[config.mk]
export PLATFORM = sky130hd
export DESIGN_NAME = dmem_mmio_bridge
export DESIGN_NICKNAME = d
export VERILOG_FILES = /design/src/rtl/dmem_mmio_pkg.sv /design/src/rtl/sync_fifo.sv /design/src/rtl/dmem_mmio_bridge.sv
export SDC_FILE = /design/constraint.sdc
export NUM_CORES = 1
export LEC_CHECK = 0
export BUFFER_PORTS_ARGS = -buffer_cell sky130_fd_sc_hd__buf_2
export CAP_MARGIN = 15
export CORE_MARGIN = 2
export CORE_UTILIZATION = 50
export DETAILED_ROUTE_END_ITERATION = 8
export GPL_TIMING_DRIVEN = 0
export PLACE_DENSITY = 0.76
export SLEW_MARGIN = 20
export SYNTH_ARGS = -nofsm -noshare
export SYNTH_HDL_FRONTEND = slang
export SYNTH_SLANG_ARGS = --single-unit
[constraint.sdc]
create_clock -name clock -period 2.6 [get_ports clock]
set_clock_uncertainty 0.05 [all_clocks]
set_input_delay 0.13 -clock clock [delete_from_list [all_inputs] [get_ports clock]]
set_output_delay 0.13 -clock clock [all_outputs]
set_load 0.005 [all_outputs]
[src/rtl/dmem_mmio_pkg.sv]
// rtl/dmem_mmio_pkg.sv - shared constants for the data-memory MMIO bridge
package dmem_mmio_pkg;

    localparam logic [27:0] MMIO_BASE_HI = 28'hFFFFFFF;

    localparam logic [3:0] OFF_CYC_LO    = 4'd0;
    localparam logic [3:0] OFF_CYC_HI    = 4'd1;
    localparam logic [3:0] OFF_TX_DATA   = 4'd2;
    localparam logic [3:0] OFF_TX_STATUS = 4'd3;
    localparam logic [3:0] OFF_LED       = 4'd4;

    localparam int ST_EMPTY     = 0;
    localparam int ST_FULL      = 1;
    localparam int ST_OVF       = 2;
    localparam int ST_COUNT_LSB = 8;

endpackage

[src/rtl/sync_fifo.sv]
// rtl/sync_fifo.sv - single-clock FIFO with combinational head and occupancy count
module sync_fifo #(
    parameter int WIDTH = 8,
    parameter int DEPTH = 8
) (
    input  logic                     clock,
    input  logic                     reset,
    input  logic                     push,
    input  logic [WIDTH-1:0]         push_data,
    input  logic                     pop,
    output logic [WIDTH-1:0]         head,
    output logic [$clog2(DEPTH):0]   count,
    output logic                     full,
    output logic                     empty
);

    localparam int AW = $clog2(DEPTH);

    logic [WIDTH-1:0] mem [DEPTH];
    logic [AW-1:0]    wr_ptr;
    logic [AW-1:0]    rd_ptr;
    logic             do_push;
    logic             do_pop;

    assign empty   = (count == '0);
    assign full    = (count == ($clog2(DEPTH)+1)'(DEPTH));
    assign do_pop  = pop & ~empty;
    // A pop in the same cycle frees the slot, so a push into a full FIFO still lands.
    assign do_push = push & (~full | do_pop);
    assign head    = empty ? '0 : mem[rd_ptr];

    always_ff @(posedge clock) begin
        if (do_push) begin
            mem[wr_ptr] <= push_data;
        end
    end

    always_ff @(posedge clock) begin
        if (!reset) begin
            wr_ptr <= '0;
            rd_ptr <= '0;
            count  <= '0;
        end else begin
            if (do_push) begin
                wr_ptr <= wr_ptr + 1'b1;
            end
            if (do_pop) begin
                rd_ptr <= rd_ptr + 1'b1;
            end
            case ({do_push, do_pop})
                2'b10:   count <= count + 1'b1;
                2'b01:   count <= count - 1'b1;
                default: count <= count;
            endcase
        end
    end

endmodule

[src/rtl/dmem_mmio_bridge.sv]
// rtl/dmem_mmio_bridge.sv - splits the data-memory port between RAM and top-16-word MMIO
module dmem_mmio_bridge
    import dmem_mmio_pkg::*;
#(
    parameter int RAM_ADDR_BITS = 12,
    parameter int FIFO_DEPTH    = 8,
    parameter int LED_WIDTH     = 16
) (
    input  logic                     clock,
    input  logic                     reset,
    input  logic [31:0]              address_dmem,
    input  logic [31:0]              data,
    input  logic                     wren,
    output logic [31:0]              q_dmem,
    output logic [RAM_ADDR_BITS-1:0] ram_addr,
    output logic [31:0]              ram_data,
    output logic                     ram_wren,
    input  logic [31:0]              ram_q,
    output logic [7:0]               tx_data,
    output logic                     tx_valid,
    input  logic                     tx_ready,
    output logic [LED_WIDTH-1:0]     led
);

    localparam int CW = $clog2(FIFO_DEPTH) + 1;

    logic          mmio_sel;
    logic [3:0]    offset;
    logic          mmio_wr;
    logic          push;
    logic          pop;
    logic [63:0]   cyc;
    logic [63:0]   snap;
    logic          overflow;
    logic [CW-1:0] count;
    logic          full;
    logic          empty;
    logic [31:0]   status;
    logic [31:0]   mmio_rdata;

    assign mmio_sel = (address_dmem[31:4] == MMIO_BASE_HI);
    assign offset   = address_dmem[3:0];
    assign mmio_wr  = wren & mmio_sel;
    assign ram_wren = wren & ~mmio_sel;
    assign ram_addr = address_dmem[RAM_ADDR_BITS-1:0];
    assign ram_data = data;

    assign push     = mmio_wr && (offset == OFF_TX_DATA);
    assign pop      = tx_valid & tx_ready;
    assign tx_valid = ~empty;

    sync_fifo #(
        .WIDTH (8),
        .DEPTH (FIFO_DEPTH)
    ) u_tx_fifo (
        .clock     (clock),
        .reset     (reset),
        .push      (push),
        .push_data (data[7:0]),
        .pop       (pop),
        .head      (tx_data),
        .count     (count),
        .full      (full),
        .empty     (empty)
    );

    always_ff @(posedge clock) begin
        if (!reset) begin
            cyc      <= '0;
            snap     <= '0;
            led      <= '0;
            overflow <= 1'b0;
        end else begin
            cyc <= cyc + 64'd1;
            // Snapshot takes the value the counter shows during the write cycle.
            if (mmio_wr && (offset == OFF_CYC_LO)) begin
                snap <= cyc;
            end
            if (mmio_wr && (offset == OFF_LED)) begin
                led <= data[LED_WIDTH-1:0];
            end
            // A dropped byte outranks a clear landing in the same cycle.
            if (push && full && !pop) begin
                overflow <= 1'b1;
            end else if (mmio_wr && (offset == OFF_TX_STATUS)) begin
                overflow <= 1'b0;
            end
        end
    end

    always_comb begin
        status                     = '0;
        status[ST_EMPTY]           = empty;
        status[ST_FULL]            = full;
        status[ST_OVF]             = overflow;
        status[ST_COUNT_LSB +: 8]  = 8'(count);
    end

    always_comb begin
        mmio_rdata = '0;
        case (offset)
            OFF_CYC_LO:    mmio_rdata = snap[31:0];
            OFF_CYC_HI:    mmio_rdata = snap[63:32];
            OFF_TX_STATUS: mmio_rdata = status;
            OFF_LED:       mmio_rdata = 32'(led);
            default:       mmio_rdata = '0;
        endcase
    end

    assign q_dmem = mmio_sel ? mmio_rdata : ram_q;

endmodule

==> results.tsv, run 1 <==
metric	value	unit
routed wire length	28900	µm
WHS Path Cells	4	
via/cell ratio	5.69	
peak supply drop	0.000398	V
commonest non-fill, non-tap cells in the layout	nand2_1, buf_2, dfxtp_1	
Ports	202	
Max Buffers Root-to-Sink	3	
post-layout util	63.4	%
die height	146	µm
worst-skew pair later-pin latency	510	ps
Synth Area in XOR/XNOR	3.22	%
status	complete, no violations	
Power Density	557	nW/µm²
critical path launch point type	flop	
Synth Area in Compound Gates	12.8	%
Num CTS Buffers	22	
Mapped Cells	1077	
Rows	51	
Worst slew margin	44.1	%
largest net degree at the start of global routing	15	
min cycle time layout	2570	ps
largest family of logic cells by synthesized area	simple AND/OR/NAND/NOR gates	
Root Buffer	clkbuf_16	
Multi-input gate area	4440	µm²
arrival time at the worst endpoint	2660	ps
Simple-Gate Fraction of Synth Area	21.1	%
Crit-path slowest cell	nor4bb_4	
initial core utilization	51.3	%
Core Box Area	19600	µm²
Routed Antenna Nets	0	
Pre-antenna DRT Iters	5	
commonest non-fill, non-tap cell in the layout	nand2_1	
DRT iter0 DRCs	799	
EDFF count, synth	64	
Max FO, Critical Path	8	
max incr delay on CP	480	ps
DRC viols	0	
Yosys cell types	53	
CP required	2690	ps
aggregate global routing overflow	0	
r2r worst-path depth	6	
Fillers	1631	
post-synth net total	1181	
P&R area growth vs syn	23.5	%
register area share after synthesis	50.6	%
Least-Margin Pin Slew	832	ps
f_max	389	MHz
LEAKAGE	4.41	nW
Avg WL per Cell	18.2	µm
post-synthesis mux area share	5.18	%
RePlAce Congestion	0.840	
synthesized area per cell	9.34	µm²
Seq cells post-synth	222	
vias in the first global route	8418	
ys async rst share	0	%
Die Span X	146	µm
Syn Std Cell Area	10100	µm²
final-stage net count	1412	
Max H-tree Level	1	
total number of vias	9041	
Die Area	21300	µm²
crit share post-route	98.9	%
max cap viols	0	
fin. max-slew vios	0	
Hold Crit Class	in2reg	
Sink Count	222	
WS Path Type	reg2reg	
FF+latch area	5090	µm²
Post-Synth Adder-Cell Area	0.498	%
initial antenna violation count	0	
detailed placer's ending HPWL	20300	µm
Syn. warnings	0	
CTS tree	yes	
Reg clk slew, reported paths	60	ps
GRT Overall Usage	25.8	%
share of cells above drive strength 1	25.1	%
I/O Buffers	183	
worst path cell trace	clkbuf_1 -> nor4b_1 -> nor2b_1 -> nor4bb_4 -> nand2_1 -> nor2_2	
n_diodes	0	
RSZ-0062 raised after global routing	yes	
Primary FF master, synth	dfxtp_1	
# setup viols final	0	
first-pass GRT wire length	44000	µm
power after layout	6.92	mW
Hold Vio Cnt, Final	0	
crit end category	flop	
## kinds of logic after synthesis
family | Yosys count
and+or+nand+nor | 443
DFF | 222
AOI/OAI and AO/OA | 216
xor gates and xnor gates | 37
muxes | 32
adders and majority gates | 4
buffers and inverters | 123
## cell usage after synthesis, drive strengths merged (17+ instances only)
cell type	count	area share, %
nor2	54	2.0
edfxtp	64	19
xnor2	25	2.2
o21ai	41	2.0
or4	21	1.6
a21oi	111	5.5
nand3	26	1.4
clkbuf	50	1.9
buf	60	4.2
nand4	24	1.6
nand2	234	8.7
dfxtp	158	31
o31ai	17	1.3
## final timing paths
path              slack [ps]                   to               start
hold / removal            40             overflow                wren
setup reg to reg          30  u_tx_fifo.mem[5][0]  u_tx_fifo.count[1]
setup / recovery          30  u_tx_fifo.mem[5][0]  u_tx_fifo.count[1]
hold reg to reg          410              snap[0]             snap[0]
## report_power, final
group	internal, mW	leakage (nW)	switching (mW)
clock	1.72	0.334	1.29
combinational	0.168	2.22	0.180
sequential	3.56	1.85	0.00420
## layout make-up
class | instances | share of cell area, %
Sequential cell | 222 | 41.0
Clock inverter | 9 | 0.342
Inverter | 12 | 0.363
Timing Repair Buffer | 209 | 9.71
Clock buffer | 30 | 5.17
Buffer | 109 | 5.01
Tap cell | 265 | 2.67
Multi-Input combinational cell | 732 | 35.8
## state kept, by name (all words and copies together), names as in the netlist, named ones only
| signal | count |
|---|---|
| cyc | 64 |
| led | 16 |
| overflow | 1 |
| snap | 64 |
| u_tx_fifo.count | 4 |
| u_tx_fifo.mem | 64 |
| u_tx_fifo.rd_ptr | 3 |
| u_tx_fifo.wr_ptr | 3 |
## routing by layer
layer	track usage [%]	up-vias	part of all wire [%]
li1	-	4284	-
met1	33.3	4328	41
met2	45.9	384	50
met3	3.42	45	7.6
met4	5.93	0	1.8
met5	0	-	0
## metrics by stage
stage	hold WS, ps	setup TNS [ps]	instances	setup WS, ps	area, µm²
final	43.4	0	1588	29.2	12400
after global routing	115	-1580	1588	-80.1	12400
after CTS	24.2	0	1584	9.52	12300
after detailed placement	348	-53220	1525	-685	11300
after global placement	340	-46580	1525	-676	11300
after floorplan	179	0	1077	159	10100
## worst max-delay path, delay by kind of cell (launching register included)
family | cells | cell delay, ps
buffers and inverters | 1 | 260
AND/OR/NAND/NOR | 5 | 1590
flip-flops | 1 | 300
## repair_timing
item                                   in CTS  in global routing
pin swaps                                   2                  4
setup buffers                               4                  4
hold buffers                               18                  0
endpoints found under the hold margin      86                  0
setup endpoints to repair                 105                107
gates resized for setup                    26                 12
Power figures use the tool's default switching activity.
==> run 2, diff against run 1 <==
==> constraint.sdc (replaced) <==
create_clock -name clock -period 2.6 [get_ports clock]
set_clock_uncertainty 0.05 [all_clocks]
set_input_delay 0.39 -clock clock [delete_from_list [all_inputs] [get_ports clock]]
set_output_delay 0.39 -clock clock [all_outputs]
set_load 0.005 [all_outputs]
==> run 2 against run 1 <==
Net effect: register-to-register slack gained 120 ps; sequential cell count did not move; non-clock buffer count decreased by 12; clock-buffer cell count grew 3; via count shrank 1.1%; maximum frequency fell by 0.73%; clock power grew 10%; core utilization barely moved; global-route usage rose by 0.19 points; routed wire length did not move; critical endpoint is now q_dmem[20].
==> results.tsv, run 2 (synthesis results as in run 1) <==
metric	value	unit	change
status	complete, no violations		unchanged
LEAKAGE	4.47	nW	was 4.41 nW
peak supply drop	0.000450	V	was 0.000398 V
Fillers	1608		was 1631
RR Endpoint	cyc[57]		was u_tx_fifo.mem[5][0]
first-pass GRT wire length	44500	µm	was 44000 µm
critical path launch point type	primary input		was flop
Max FO, Critical Path	10		was 8
hold path endpoint	led[13]		was overflow
crit end category	output pin		was flop
Post-DP Area	11300	µm²	about the same
DRC viols	0		unchanged
fin. max-slew vios	0		unchanged
routed wire length	28900	µm	unchanged
Hold Vio Cnt, Final	0		unchanged
post-place setup slack	-692	ps	was -685 ps
r2r worst-path depth	6		unchanged
max cap viols	0		unchanged
Max H-tree Level	1		unchanged
n_diodes	0		unchanged
Pre-antenna DRT Iters	7		was 5
crit share post-route	99.6	%	was 98.9%
Worst slew margin	40.6	%	was 44.1%
TNS Setup	0	ps	unchanged
DRT iter0 DRCs	801		was 799
fin worst setup slack	10.4	ps	was 29.2 ps
vias in the first global route	8375		was 8418
Sink Count	222		unchanged
Ports	202		unchanged
Routed Antenna Nets	0		unchanged
P&R area growth vs syn	23.6	%	was 23.5%
cts hold-fix bufs	0		was 18
f_max	386	MHz	was 389 MHz
commonest non-fill, non-tap cell in the layout	nand2_1		unchanged
initial antenna violation count	0		unchanged
detailed placer's ending HPWL	20700	µm	was 20300 µm
Max Buffers Root-to-Sink	3		unchanged
Die Span X	146	µm	unchanged
Reg clk slew, reported paths	60	ps	about the same
share of cells above drive strength 1	27.4	%	was 25.1%
# setup viols final	0		unchanged
WS Path Type	in2out		was reg2reg
die height	146	µm	unchanged
I/O Buffers	183		unchanged
r2r setup slk	150	ps	was 30 ps
Avg WL per Cell	18.3	µm	was 18.2 µm
total number of vias	8939		was 9041
top flop regs	cyc x64, snap x64, u_tx_fifo.mem x64		unchanged
worst-skew pair later-pin latency	510	ps	about the same
Hold Startpoint	data[13]		was wren
final instance area	12400	µm²	about the same
Least-Margin Pin Slew	884	ps	was 832 ps
Root Buffer	clkbuf_16		unchanged
Power Density	581	nW/µm²	was 557 nW/µm²
CTS tree	yes		unchanged
WHS Path Cells	3		was 4
Rows	51		unchanged
RePlAce Congestion	0.928		was 0.840
GRT Overall Usage	25.9	%	was 25.8%
Die Area	21300	µm²	unchanged
Hold Crit Class	in2reg		unchanged
largest net degree at the start of global routing	16		was 15
final-stage net count	1401		was 1412
Num CTS Buffers	23		was 22
arrival time at the worst endpoint	2150	ps	was 2660 ps
min cycle time layout	2590	ps	was 2570 ps
CP required	2160	ps	was 2690 ps
via/cell ratio	5.66		was 5.69
RR Startpoint	cyc[2]		was u_tx_fifo.count[1]
commonest non-fill, non-tap cells in the layout	nand2_1, buf_2, dfxtp_1		unchanged
initial core utilization	51.3	%	unchanged
Core Box Area	19600	µm²	unchanged
worst hold slack	74.6	ps	was 43.4 ps
aggregate global routing overflow	0		unchanged
[run 2: changes by cell type in the layout (fill, tap and decap cells not counted), moves of 3 or more]
cell,change
clkbuf_2,+5
buf_12,-3
dlygate4sd3_1,-18
buf_2,+3
nor2_2,-3
clkbuf_1,-10
buf_4,+11
clkinv_1,-3
nor2_4,+3
[run 2: worst max-delay path by stage]
stage | cells after the start | from | endpoint
2_1_floorplan | 6 | address_dmem[0] | q_dmem[21]
6_report | 6 | address_dmem[2] | q_dmem[20]
5_1_grt | 9 | address_dmem[14] | q_dmem[21]
3_3_place_gp | 7 | address_dmem[0] | q_dmem[30]
3_5_place_dp | 6 | address_dmem[6] | u_tx_fifo.mem[2][5]
4_1_cts | 6 | u_tx_fifo.count[1] | u_tx_fifo.mem[3][5]
[run 2: final cells by class]
| cell class | count | area, µm² | area share [%] |
|---|---|---|---|
| inverters | 12 | 45.0 | 0.362 |
| repair buffers | 199 | 1050 | 8.43 |
| clock inverters | 9 | 97.6 | 0.785 |
| clock buffers | 33 | 673 | 5.42 |
| well taps | 265 | 332 | 2.67 |
| multi-input cells | 732 | 4510 | 36.3 |
| flip-flops and latches | 222 | 5090 | 40.9 |
| plain buffers | 107 | 636 | 5.11 |
[run 2: power by group]
part / total, mW / leakage [nW] / switching, mW / internal, mW
Combinational: 0.331 / 2.23 / 0.177 / 0.154
Sequential: 3.56 / 1.85 / 0.00526 / 3.56
Clock: 3.32 / 0.385 / 1.33 / 2.00
Total: 7.22 / 4.47 / 1.51 / 5.71
[run 2: through the flow]
stage	instances	total power, mW	util (%)
final	1579	7.22	63.5
after global routing	1579	7.40	63.5
after CTS	1571	7.24	62.6
after detailed placement	1525	3.95	57.9
after global placement	1525	3.95	57.8
after floorplan	1077	3.77	-
[run 2: timing repair]
item / 4_1_cts / 5_1_grt
gates resized for setup: 32 / 32
buffers inserted: 6 / 10
endpoints found under the setup margin: 112 / 99
pin swaps: 4 / 5
[run 2: layer usage]
layer	part of all wire (%)	vias to the layer above	GRT usage (%)
li1	-	4267	-
met1	41	4234	33.0
met2	49	376	44.8
met3	6.9	62	3.48
met4	3.5	0	10.2
met5	0	-	0
[run 2: critical path, stage by stage]
cell      delay, ps
buf_2           180
nor4_4          460
clkbuf_1        480
a22oi_1         160
o21ai_0         270
buf_2           190
